===== src/rtl/mdrp_cfg_responder.sv =====
// mdrp_cfg_responder
// Responder end of the PLL MDRP reconfiguration port. Holds a 16-entry byte
// bank: 14 working config registers, a CTRL register (bit0 requests a
// commit) and a read-only STATUS register {5'b0, drop, busy, lock}.
// A commit copies the working registers to cfg_regs, pulses cfg_update and
// then holds lock low for SETTLE_CYCLES to emulate a PLL relock.
module mdrp_cfg_responder #(
  parameter int ADDR_W        = 4,
  parameter int SETTLE_CYCLES = 64,
  parameter int CNT_W         = 16
) (
  input  logic           mdclk,
  input  logic           rst_n,
  input  logic [1:0]     mdopc,
  input  logic           mdainc,
  input  logic [7:0]     mdwdi,
  output logic [7:0]     mdrdo,
  output logic [111:0]   cfg_regs,
  output logic           cfg_update,
  output logic           lock,
  output logic           busy
);

  localparam int NCFG = 14;
  localparam logic [ADDR_W-1:0] A_NCFG = ADDR_W'(NCFG);
  localparam logic [ADDR_W-1:0] A_CTRL = ADDR_W'(14);
  localparam logic [ADDR_W-1:0] A_STAT = ADDR_W'(15);
  localparam logic [CNT_W-1:0]  C_SETTLE = CNT_W'(SETTLE_CYCLES);
  localparam logic [CNT_W-1:0]  C_ONE    = CNT_W'(1);

  localparam logic [1:0] OP_WR = 2'b01;
  localparam logic [1:0] OP_RD = 2'b10;
  localparam logic [1:0] OP_LD = 2'b11;

  typedef enum logic [1:0] {
    S_IDLE   = 2'd0,
    S_COMMIT = 2'd1,
    S_SETTLE = 2'd2
  } state_t;

  state_t                 r_state;
  state_t                 w_state_nxt;
  logic [CNT_W-1:0]       r_cnt;
  logic [CNT_W-1:0]       w_cnt_nxt;
  logic [ADDR_W-1:0]      r_addr;
  logic [8*NCFG-1:0]      r_work;
  logic [8*NCFG-1:0]      r_cfg;
  logic [7:0]             r_rdo;
  logic                   r_drop;

  logic                   w_wr;
  logic                   w_rd;
  logic                   w_ld;
  logic                   w_busy;
  logic                   w_lock;
  logic                   w_cfg_hit;
  logic                   w_commit_req;
  logic [7:0]             w_rd_data;
  logic [6:0]             w_byte_base;

  assign w_wr        = (mdopc == OP_WR);
  assign w_rd        = (mdopc == OP_RD);
  assign w_ld        = (mdopc == OP_LD);
  assign w_lock      = (r_state == S_IDLE);
  assign w_busy      = ~w_lock;
  assign w_cfg_hit   = (r_addr < A_NCFG);
  assign w_byte_base = {r_addr, 3'b000};
  // Only an accepted (not busy) CTRL write with bit0 set starts a commit.
  assign w_commit_req = w_wr && w_lock && (r_addr == A_CTRL) && mdwdi[0];

  // Next-state and settle-counter logic for IDLE -> COMMIT -> SETTLE -> IDLE.
  always_comb begin
    w_state_nxt = r_state;
    w_cnt_nxt   = r_cnt;
    case (r_state)
      S_IDLE: begin
        if (w_commit_req) begin
          w_state_nxt = S_COMMIT;
        end
      end
      S_COMMIT: begin
        w_cnt_nxt   = C_SETTLE;
        w_state_nxt = S_SETTLE;
      end
      S_SETTLE: begin
        w_cnt_nxt = r_cnt - C_ONE;
        if (r_cnt == C_ONE) begin
          w_state_nxt = S_IDLE;
        end
      end
      default: begin
        w_state_nxt = S_IDLE;
      end
    endcase
  end

  // State register; reset re-enters the settle phase with a full count.
  always_ff @(posedge mdclk) begin
    if (!rst_n) begin
      r_state <= S_SETTLE;
      r_cnt   <= C_SETTLE;
    end else begin
      r_state <= w_state_nxt;
      r_cnt   <= w_cnt_nxt;
    end
  end

  // Address pointer: load takes priority and ignores auto-increment.
  always_ff @(posedge mdclk) begin
    if (!rst_n) begin
      r_addr <= '0;
    end else if (w_ld) begin
      r_addr <= mdwdi[ADDR_W-1:0];
    end else if (mdainc) begin
      r_addr <= r_addr + ADDR_W'(1);
    end
  end

  // Working registers accept writes only while idle.
  always_ff @(posedge mdclk) begin
    if (!rst_n) begin
      r_work <= '0;
    end else if (w_wr && w_lock && w_cfg_hit) begin
      r_work[w_byte_base +: 8] <= mdwdi;
    end
  end

  // Read mux: CTRL always reads 0, STATUS reports the live flags.
  always_comb begin
    w_rd_data = 8'h00;
    if (w_cfg_hit) begin
      w_rd_data = r_work[w_byte_base +: 8];
    end else if (r_addr == A_STAT) begin
      w_rd_data = {5'b00000, r_drop, w_busy, w_lock};
    end
  end

  // Registered read data, held until the next read.
  always_ff @(posedge mdclk) begin
    if (!rst_n) begin
      r_rdo <= 8'h00;
    end else if (w_rd) begin
      r_rdo <= w_rd_data;
    end
  end

  // Sticky drop flag: set by a write while busy, cleared by a STATUS read.
  always_ff @(posedge mdclk) begin
    if (!rst_n) begin
      r_drop <= 1'b0;
    end else if (w_wr && w_busy) begin
      r_drop <= 1'b1;
    end else if (w_rd && (r_addr == A_STAT)) begin
      r_drop <= 1'b0;
    end
  end

  // Committed config snapshot, taken on the edge that leaves COMMIT.
  always_ff @(posedge mdclk) begin
    if (!rst_n) begin
      r_cfg <= '0;
    end else if (r_state == S_COMMIT) begin
      r_cfg <= r_work;
    end
  end

  assign mdrdo      = r_rdo;
  assign cfg_regs   = r_cfg;
  assign cfg_update = (r_state == S_COMMIT);
  assign lock       = w_lock;
  assign busy       = w_busy;

endmodule

===== config.mk =====
export PLATFORM = sky130hd
export DESIGN_NAME = mdrp_cfg_responder
export DESIGN_NICKNAME = d
export VERILOG_FILES = /design/src/rtl/mdrp_cfg_responder.sv
export SDC_FILE = /design/constraint.sdc
export NUM_CORES = 1
export LEC_CHECK = 0
export CORE_MARGIN = 2
export CORE_UTILIZATION = 45
export DETAILED_ROUTE_END_ITERATION = 10
export MAX_ROUTING_LAYER = met4
export PLACE_DENSITY = 0.75
export SYNTH_ARGS = -nofsm -noshare
export SYNTH_HDL_FRONTEND = slang
export SYNTH_SLANG_ARGS = --single-unit

===== constraint.sdc =====
create_clock -name mdclk -period 3 [get_ports mdclk]
set_input_delay 0.9 -clock mdclk [delete_from_list [all_inputs] [get_ports mdclk]]
set_output_delay 0.9 -clock mdclk [all_outputs]
set_load 0.005 [all_outputs]

==> impl_metrics.env, run 1 <==
export IMPL_antenna_cells=0
export IMPL_cts_hold_buf=0
export IMPL_initial_core_util_pct=46.1
export IMPL_crit_start="r_state[0]$_SDFFE_PN0P_"
export IMPL_synth_mux_area_share_pct=22.5
export IMPL_nets=1237
export IMPL_max_cap_viol_count=0
export IMPL_use_met2_pct=36.9
export IMPL_rsz0062_at_grt="no"
export IMPL_synthAdderAreaFrac_pct=1.26
export IMPL_p_leak_nw=4.74
export IMPL_clockRootBuffer="clkbuf_16"
export IMPL_async_reset_ff_share_pct=0
export IMPL_syn_nets=1122
export IMPL_synth_area_leaders="dfxtp_1, mux2i_1, nor2b_1"
export IMPL_cts_setup_buffers=0
export IMPL_clock_sinks=255
export IMPL_synth_edf_count=0
export IMPL_avgViaCountPerCell=5.42
export IMPL_hold_class="flop to flop"
export IMPL_antenna_found_initial=0
export IMPL_maxSlewViolCount=0
export IMPL_clk_pin_slew_ns=0.06
export IMPL_drive_gt1_share_pct=9.17
export IMPL_finalWorstSetupSlack_ns=0.121
export IMPL_cts_max_path_buffers=3
export IMPL_top_usage_layer="met2"
export IMPL_fmax_mhz=347
export IMPL_grtUsageMet3_pct=3.62
export IMPL_synth_seq_cells=255
export IMPL_post_route_period_util_pct=96.0
export IMPL_dpl_hpwl_mm=21.4
export IMPL_syn_avg_cell_area_um2=9.92
export IMPL_dieArea_um2=25500
export IMPL_cp_arrival_ns=1.98
export IMPL_status="finished clean"
export IMPL_netlist_instances=1098
export IMPL_grt_pass1_wl_mm=46.8
export IMPL_ir_drop_mv=0.360
export IMPL_routedWlPerCell_um=19.6
export IMPL_power_density_nw_per_um2=574
export IMPL_yosys_area_top_type="dfxtp_1"
export IMPL_crit_type="flop to output pin"
export IMPL_finalNonFillerCells=1551
export IMPL_finClkSkew_ns=0.0124
export IMPL_numCtsBuffers=26
export IMPL_hold_viol_final=0
export IMPL_synth_yosys_warnings=0
export IMPL_num_rows=56
export IMPL_grt_pass1_vias=8173
export IMPL_pre_cts_slack_ns=0.0913
export IMPL_grt_ovfl_total=0
export IMPL_post_route_util_pct=57.0
export IMPL_fin_tns_setup_ns=0
export IMPL_worstPathMaxFanout=7
export IMPL_ys_types=59
export IMPL_hold_ws_ns=0.479
export IMPL_synth_top_family_by_area="multiplexers"
export IMPL_area_growth_pct=23.6
export IMPL_fp_dieW_um=160
export IMPL_drt_wl_total_mm=30.3
export IMPL_dpl_cell_count=1504
export IMPL_yosysTopAreaCellShare_pct=46.9
export IMPL_synth_seq_area_share_pct=46.9
export IMPL_die_h_um=160
export IMPL_final_antenna_net_count=0
export IMPL_worstSetupEndpointType="output pin"
export IMPL_start_kind="flop"
export IMPL_layout_min_cycle_time_ns=2.88
export IMPL_use_met1_pct=32.0
export IMPL_io_pins=136
export IMPL_synthMostInstantiatedCell="dfxtp_1"
export IMPL_place_congestion=0.950
export IMPL_grtUsageTotal_pct=23.7
export IMPL_cts_tree="built"
export IMPL_final_setup_viol_count=0
export IMPL_synthXorXnorAreaFrac_pct=1.13
export IMPL_drc_errors=0
export IMPL_yosys_most_used_dff="dfxtp_1"
export IMPL_synth_cell_area_um2=10900
export IMPL_first_iter_violations=778
export IMPL_worst_pin_slew_ns=1.08
export IMPL_max_slew_margin_pct=27.6
export IMPL_synth_compound_area_share_pct=5.94
export IMPL_worstHoldStart="r_work[21]$_SDFFE_PN0P_"
export IMPL_fin_area_um2=13500
export IMPL_htree_levels=1
export IMPL_io_buffers=135
export IMPL_core_area_um2=23600
export IMPL_grt_max_degree=114
export IMPL_synth_simple_area_share_pct=19.0
export IMPL_dpl_instance_area_um2=12600
export IMPL_critical_path_required_ns=2.10
export IMPL_insertion_delay_ns=0.54
export IMPL_dr_pass1_iters=5
export IMPL_p_total_mw=7.73
export IMPL_synth_commonest_cells="dfxtp_1, mux2i_1, nor2b_1"
export IMPL_num_vias=8399
export IMPL_r2r_start="r_addr[0]$_SDFFE_PN0P_"
cell usage in the layout (no fill, tap or decap), drive strengths merged, types with 2 or more instances in the layout:
master	synthesis	routed
nand3b	2	2
a211oi	4	4
nor2	30	30
nor3	8	8
a22oi	2	2
inv	9	9
bufinv	0	2
nand2b	7	7
clkbuf	44	36
a221oi	3	3
a21oi	18	18
dfxtp	255	255
buf	36	33
and2	7	7
mux2i	205	205
and3	6	6
nand4	10	10
or4	2	2
mux2	7	7
a31oi	2	2
or3	5	5
xnor2	9	9
clkdlybuf4s50	0	134
nor2b	124	124
o41ai	2	2
or4b	2	2
ha	11	11
nor4	2	2
xor2	5	5
o211a	4	4
or2	2	2
mux4	14	14
nor4b	2	2
clkinv	0	8
o21ai	59	59
o22ai	3	3
nand2	118	118
nand3	65	65
worst paths after layout:
path,end,slack (ns),depth (start not counted)
max,busy,0.12,4
min,r_work[21]$_SDFFE_PN0P_,0.48,2
max reg2reg,r_work[109]$_SDFFE_PN0P_,0.40,5
min reg2reg,r_work[21]$_SDFFE_PN0P_,0.48,2
what timing repair did:
action	4_1_cts	5_1_grt
endpoints found under the hold margin	0	0
setup endpoints to repair	0	1
gates resized for setup	0	1
layout make-up:
type                            instances  area [um2]
Timing Repair Buffer                  167        1610
Sequential cell                       255        5100
Clock inverter                         11         123
Fill cell                            2096       10100
Multi-Input combinational cell        754        5440
Tap cell                              319         399
Clock buffer                           36         758
Inverter                                9        33.8
routing by layer:
| metal | wire length [um] | share of wire (%) | up-vias |
|---|---|---|---|
| met5 | 0 | 0 | - |
| met4 | 872 | 2.9 | 0 |
| met3 | 1960 | 6.5 | 71 |
| met2 | 13900 | 46 | 307 |
| met1 | 13600 | 45 | 3988 |
| li1 | - | - | 4033 |
cell families (layout without fill, tap and decap cells):
| family | after synthesis | in the layout |
|---|---|---|
| XOR/XNOR | 14 | 14 |
| multiplexers | 226 | 226 |
| AND/OR/NAND/NOR | 395 | 395 |
| adder cells (fa/ha/maj) | 11 | 11 |
| buffers and inverters | 89 | 223 |
| AO/OA/AOI/OAI | 108 | 108 |
| flip-flops | 255 | 255 |
power breakdown:
part / internal, mW / total [mW] / switching, mW
combinational: 0.360 / 0.877 / 0.517
sequential: 3.47 / 3.56 / 0.0892
clock: 1.94 / 3.29 / 1.35
worst max-delay path: stages (launching register included):
cell and delay, ns:
dfxtp_1 0.42, inv_1 0.12, ha_2 0.27, inv_1 0.13, clkdlybuf4s50_1 0.51
state kept, by name (all words and copies together), names as in the netlist:
name      flops
cfg_regs    112
r_work      112
r_cnt        16
r_drop        1
r_addr        4
r_state       2
mdrdo         8
(Power assumes the default switching activity.)
==> run 2, diff against run 1 <==
CTS_BUF_LIST = sky130_fd_sc_hd__clkbuf_16   (was unset)
SKIP_CTS_REPAIR_TIMING = 1   (was unset)
==> impl_metrics.env, run 2 (synthesis results as in run 1) <==
export IMPL_status="finished clean"
export IMPL_p_switching_mw=1.95
export IMPL_worst_pin_slew_ns=1.10
export IMPL_core_area_um2=23600
export IMPL_internal_power_mw=5.58
export IMPL_insertion_delay_ns=0.54
export IMPL_slowest_stage="clkdlybuf4s50_1"
export IMPL_cp_arrival_ns=1.96
export IMPL_combPwrFrac_pct=11.7
export IMPL_die_h_um=160
export IMPL_rsz0062_at_grt="no"
export IMPL_drt_wl_total_mm=30.4
export IMPL_max_slew_margin_pct=26.0
export IMPL_swShare_pct=25.9
export IMPL_path_cells="inv_1 -> ha_2 -> inv_1 -> clkdlybuf4s50_1"
export IMPL_maxSlewViolCount=0
export IMPL_routedWlPerCell_um=19.6
export IMPL_critical_path_required_ns=2.10
export IMPL_fin_tns_setup_ns=0
export IMPL_first_iter_violations=757
export IMPL_cp_common_cell="inv_1"
export IMPL_power_density_nw_per_um2=562
export IMPL_hold_ws_ns=0.479
export IMPL_layout_min_cycle_time_ns=2.86
export IMPL_place_congestion=0.950
export IMPL_final_antenna_net_count=0
export IMPL_io_pins=136
export IMPL_cts_tree="built"
export IMPL_antenna_found_initial=0
export IMPL_finalWorstSetupSlack_ns=0.140
export IMPL_fmax_mhz=350
export IMPL_post_route_period_util_pct=95.3
export IMPL_drc_errors=0
export IMPL_fp_dieW_um=160
export IMPL_max_cap_viol_count=0
export IMPL_io_buffers=135
export IMPL_finalNonFillerCells=1551
export IMPL_reg2reg_depth=5
export IMPL_dpl_hpwl_mm=21.4
export IMPL_numCtsBuffers=26
export IMPL_initial_core_util_pct=46.1
export IMPL_nets=1237
export IMPL_hold_viol_final=0
export IMPL_clockRootBuffer="clkbuf_16"
export IMPL_finClkSkew_ns=0.0130
export IMPL_num_vias=8430
export IMPL_cpPeakStageDelay_ns=0.51
export IMPL_grt_pass1_vias=8198
export IMPL_htree_levels=1
export IMPL_p_leak_nw=4.71
export IMPL_cts_max_path_buffers=3
export IMPL_grt_pass1_wl_mm=46.8
export IMPL_final_common_cell="dfxtp_1"
export IMPL_clkPwrFrac_pct=41.1
export IMPL_clock_sinks=255
export IMPL_whs_path_depth=2
export IMPL_drive_gt1_share_pct=8.60
export IMPL_worstSetupEndpointType="output pin"
export IMPL_dr_pass1_iters=6
export IMPL_clk_pin_slew_ns=0.06
export IMPL_grt_ovfl_total=0
export IMPL_area_growth_pct=23.0
export IMPL_final_cell_mix="dfxtp_1, mux2i_1, clkdlybuf4s50_1"
export IMPL_avgViaCountPerCell=5.44
export IMPL_grtUsageTotal_pct=23.8
export IMPL_ir_drop_mv=0.356
export IMPL_pre_cts_slack_ns=0.0913
export IMPL_num_rows=56
export IMPL_dieArea_um2=25500
export IMPL_grt_max_degree=114
export IMPL_hold_class="flop to flop"
export IMPL_antenna_cells=0
export IMPL_dpl_cell_count=1504
export IMPL_final_setup_viol_count=0
export IMPL_share_seq_of_total_power_pct=47.2
export IMPL_crit_type="flop to output pin"
export IMPL_start_kind="flop"
export IMPL_worstPathMaxFanout=7
[run 2: changes by cell type in the layout (fill, tap and decap cells not counted), sizes merged]
cell and delta:
inv +3, clkinv +7, clkbuf -10
[run 2: final cells by class]
| class | instances | area (um2) |
|---|---|---|
| Multi-Input combinational cell | 754 | 5440 |
| Sequential cell | 255 | 5100 |
| Clock buffer | 26 | 651 |
| Fill cell | 2106 | 10200 |
| Clock inverter | 21 | 160 |
| Timing Repair Buffer | 167 | 1610 |
| Inverter | 9 | 33.8 |
| Tap cell | 319 | 399 |
[run 2: layer usage]
| metal | wire (um) | up-vias | share of wire, % | global-route usage, % |
|---|---|---|---|---|
| met4 | 892 | 0 | 2.9 | 6.98 |
| met1 | 13700 | 3989 | 45 | 32.2 |
| li1 | - | 4037 | - | - |
| met2 | 13800 | 332 | 45 | 36.9 |
| met3 | 2000 | 72 | 6.6 | 3.62 |
| met5 | 0 | - | 0 | - |
[run 2: worst max-delay path, delay by kind of cell (launching register included)]
| kind | cells | cell delay (ns) |
|---|---|---|
| buffers and inverters | 3 | 0.75 |
| flip-flops | 1 | 0.41 |
| adder cells (fa/ha/maj) | 1 | 0.26 |
[run 2: power by group through the flow]
stage | registers, mW | clock network (mW) | logic (mW)
final | 3.56 | 3.09 | 0.879
after CTS | 3.55 | 3.14 | 0.868
after floorplan | 3.60 | 0 | 0.625
after detailed placement | 3.63 | 0 | 0.861
after global placement | 3.62 | 0 | 0.840
after global routing | 3.57 | 3.27 | 0.951
[run 2: per-stage QoR]
stage	power (mW)	utilization, %	instance area (um2)
4_1_cts	7.56	56.7	13400
3_3_place_gp	4.46	53.3	12600
3_5_place_dp	4.49	53.3	12600
5_1_grt	7.79	56.7	13400
2_1_floorplan	4.23	-	10900
6_report	7.53	56.7	13400
[run 2: final timing paths]
check / from / to / slack, ns
max: r_state[0]$_SDFFE_PN0P_ / busy / 0.14
max reg2reg: r_addr[0]$_SDFFE_PN0P_ / r_work[104]$_SDFFE_PN0P_ / 0.45
min: r_work[21]$_SDFFE_PN0P_ / r_work[21]$_SDFFE_PN0P_ / 0.48
min reg2reg: r_work[21]$_SDFFE_PN0P_ / r_work[21]$_SDFFE_PN0P_ / 0.48
==> run 3, diff against run 2 <==
CORE_ASPECT_RATIO = 0.8   (was unset)
CTS_CLUSTER_DIAMETER = 60   (was unset)
==> impl_metrics.env, run 3 (synthesis results as in run 1) <==
export IMPL_r2r_start="r_addr[2]$_SDFFE_PN0P_"
export IMPL_clock_sinks=255
export IMPL_fp_dieW_um=178
export IMPL_status="finished clean"
export IMPL_core_area_um2=23600
export IMPL_first_iter_violations=836
export IMPL_r2r_end="r_state[1]$_SDFFE_PN1P_"
export IMPL_grt_ovfl_total=0
export IMPL_area_growth_pct=24.8
export IMPL_insertion_delay_ns=0.54
export IMPL_cts_tree="built"
export IMPL_grtUsageTotal_pct=25.6
export IMPL_finClkSkew_ns=0.0106
export IMPL_hold_viol_final=0
export IMPL_worst_pin_slew_ns=1.10
export IMPL_worstSetupEndpointType="output pin"
export IMPL_seq_area_um2=5100
export IMPL_cts_max_path_buffers=3
export IMPL_post_route_util_pct=57.6
export IMPL_dpl_cell_count=1508
export IMPL_p_leak_nw=4.81
export IMPL_reg2reg_depth=6
export IMPL_place_congestion=0.969
export IMPL_routedWlPerCell_um=20.3
export IMPL_final_common_cell="dfxtp_1"
export IMPL_hold_class="flop to flop"
export IMPL_drive_gt1_share_pct=9.33
export IMPL_final_cell_mix="dfxtp_1, mux2i_1, clkdlybuf4s50_1"
export IMPL_nets=1248
export IMPL_crit_type="flop to output pin"
export IMPL_numCtsBuffers=26
export IMPL_io_buffers=135
export IMPL_ir_drop_mv=0.579
export IMPL_final_setup_viol_count=0
export IMPL_whs_path_depth=2
export IMPL_dr_pass1_iters=5
export IMPL_grt_pass1_wl_mm=49.2
export IMPL_drt_wl_total_mm=31.5
export IMPL_clk_pin_slew_ns=0.06
export IMPL_ff2ff_setup_slack_ns=0.48
export IMPL_grt_max_degree=114
export IMPL_worstPathMaxFanout=7
export IMPL_whs_endpoint="r_work[76]$_SDFFE_PN0P_"
export IMPL_htree_levels=1
export IMPL_finalNonFillerCells=1556
export IMPL_power_density_nw_per_um2=585
export IMPL_drc_errors=0
export IMPL_rsz0062_at_grt="no"
export IMPL_num_vias=8615
export IMPL_antenna_found_initial=1
export IMPL_worstHoldStart="r_work[76]$_SDFFE_PN0P_"
export IMPL_multiInputGateArea_um2=5440
export IMPL_dpl_hpwl_mm=22.3
export IMPL_start_kind="flop"
export IMPL_hold_ws_ns=0.474
export IMPL_avgViaCountPerCell=5.54
export IMPL_grt_pass1_vias=8350
export IMPL_dieArea_um2=25500
export IMPL_crit_start="r_state[0]$_SDFFE_PN0P_"
export IMPL_critical_path_required_ns=2.10
export IMPL_maxSlewViolCount=0
export IMPL_die_h_um=143
export IMPL_cp_arrival_ns=1.97
export IMPL_layout_min_cycle_time_ns=2.87
export IMPL_initial_core_util_pct=46.2
export IMPL_fin_tns_setup_ns=0
export IMPL_post_route_period_util_pct=95.6
export IMPL_fillers=2035
export IMPL_clockRootBuffer="clkbuf_16"
export IMPL_fmax_mhz=349
export IMPL_max_cap_viol_count=0
export IMPL_final_antenna_net_count=0
export IMPL_max_slew_margin_pct=26.4
export IMPL_io_pins=136
export IMPL_num_rows=50
export IMPL_p_total_mw=7.95
-- run 3: cell count changes in the layout (fill, tap and decap cells not counted), sizes merged --
cell	before	now
clkinvlp	1	2
diode	0	1
clkinv	15	9
clkbuf	26	27
bufinv	2	6
buf	33	44
-- run 3: worst max path at each step --
stage,depth (start not counted),endpoint
2_1_floorplan,10,r_work[51]$_SDFFE_PN0P_
4_1_cts,4,busy
3_3_place_gp,7,r_work[39]$_SDFFE_PN0P_
5_1_grt,4,busy
3_5_place_dp,6,mdrdo[2]$_SDFFE_PN0N_
6_report,4,busy
-- run 3: worst max-delay path, stage by stage (launching register included) --
cell             delay (ns)
dfxtp_1                0.40
inv_1                  0.11
ha_2                   0.28
inv_1                  0.13
clkdlybuf4s50_1        0.51
-- run 3: report_power, final --
| part | leakage [nW] | total [mW] | internal (mW) | switching [mW] |
|---|---|---|---|---|
| clock network | 0.450 | 3.50 | 2.13 | 1.37 |
| registers | 2.06 | 3.56 | 3.47 | 0.0947 |
| logic | 2.30 | 0.885 | 0.370 | 0.515 |
| total | 4.81 | 7.95 | 5.97 | 1.98 |
-- run 3: cell type report --
| cell class | count | area share (%) |
|---|---|---|
| inverters | 9 | 0.249 |
| clock buffers | 27 | 4.97 |
| flip-flops and latches | 255 | 37.6 |
| clock inverters | 20 | 1.78 |
| repair buffers | 178 | 12.5 |
| diodes | 1 | 0.0184 |
| well taps | 312 | 2.87 |
| multi-input cells | 754 | 40.0 |
-- run 3: metrics by stage --
step	cell area, um2	setup WS, ns
2_1_floorplan	10900	0.515
3_3_place_gp	12700	0.260
3_5_place_dp	12700	0.216
4_1_cts	13600	0.0173
5_1_grt	13600	0.0407
6_report	13600	0.131
-- run 3: per-layer routing --
metal | track usage [%] | share of wire, % | vias up
met1 | 37.3 | 47 | 4146
li1 | - | - | 4068
met5 | - | 0 | -
met3 | 4.21 | 8.0 | 50
met4 | 5.61 | 2.1 | 0
met2 | 37.2 | 43 | 351
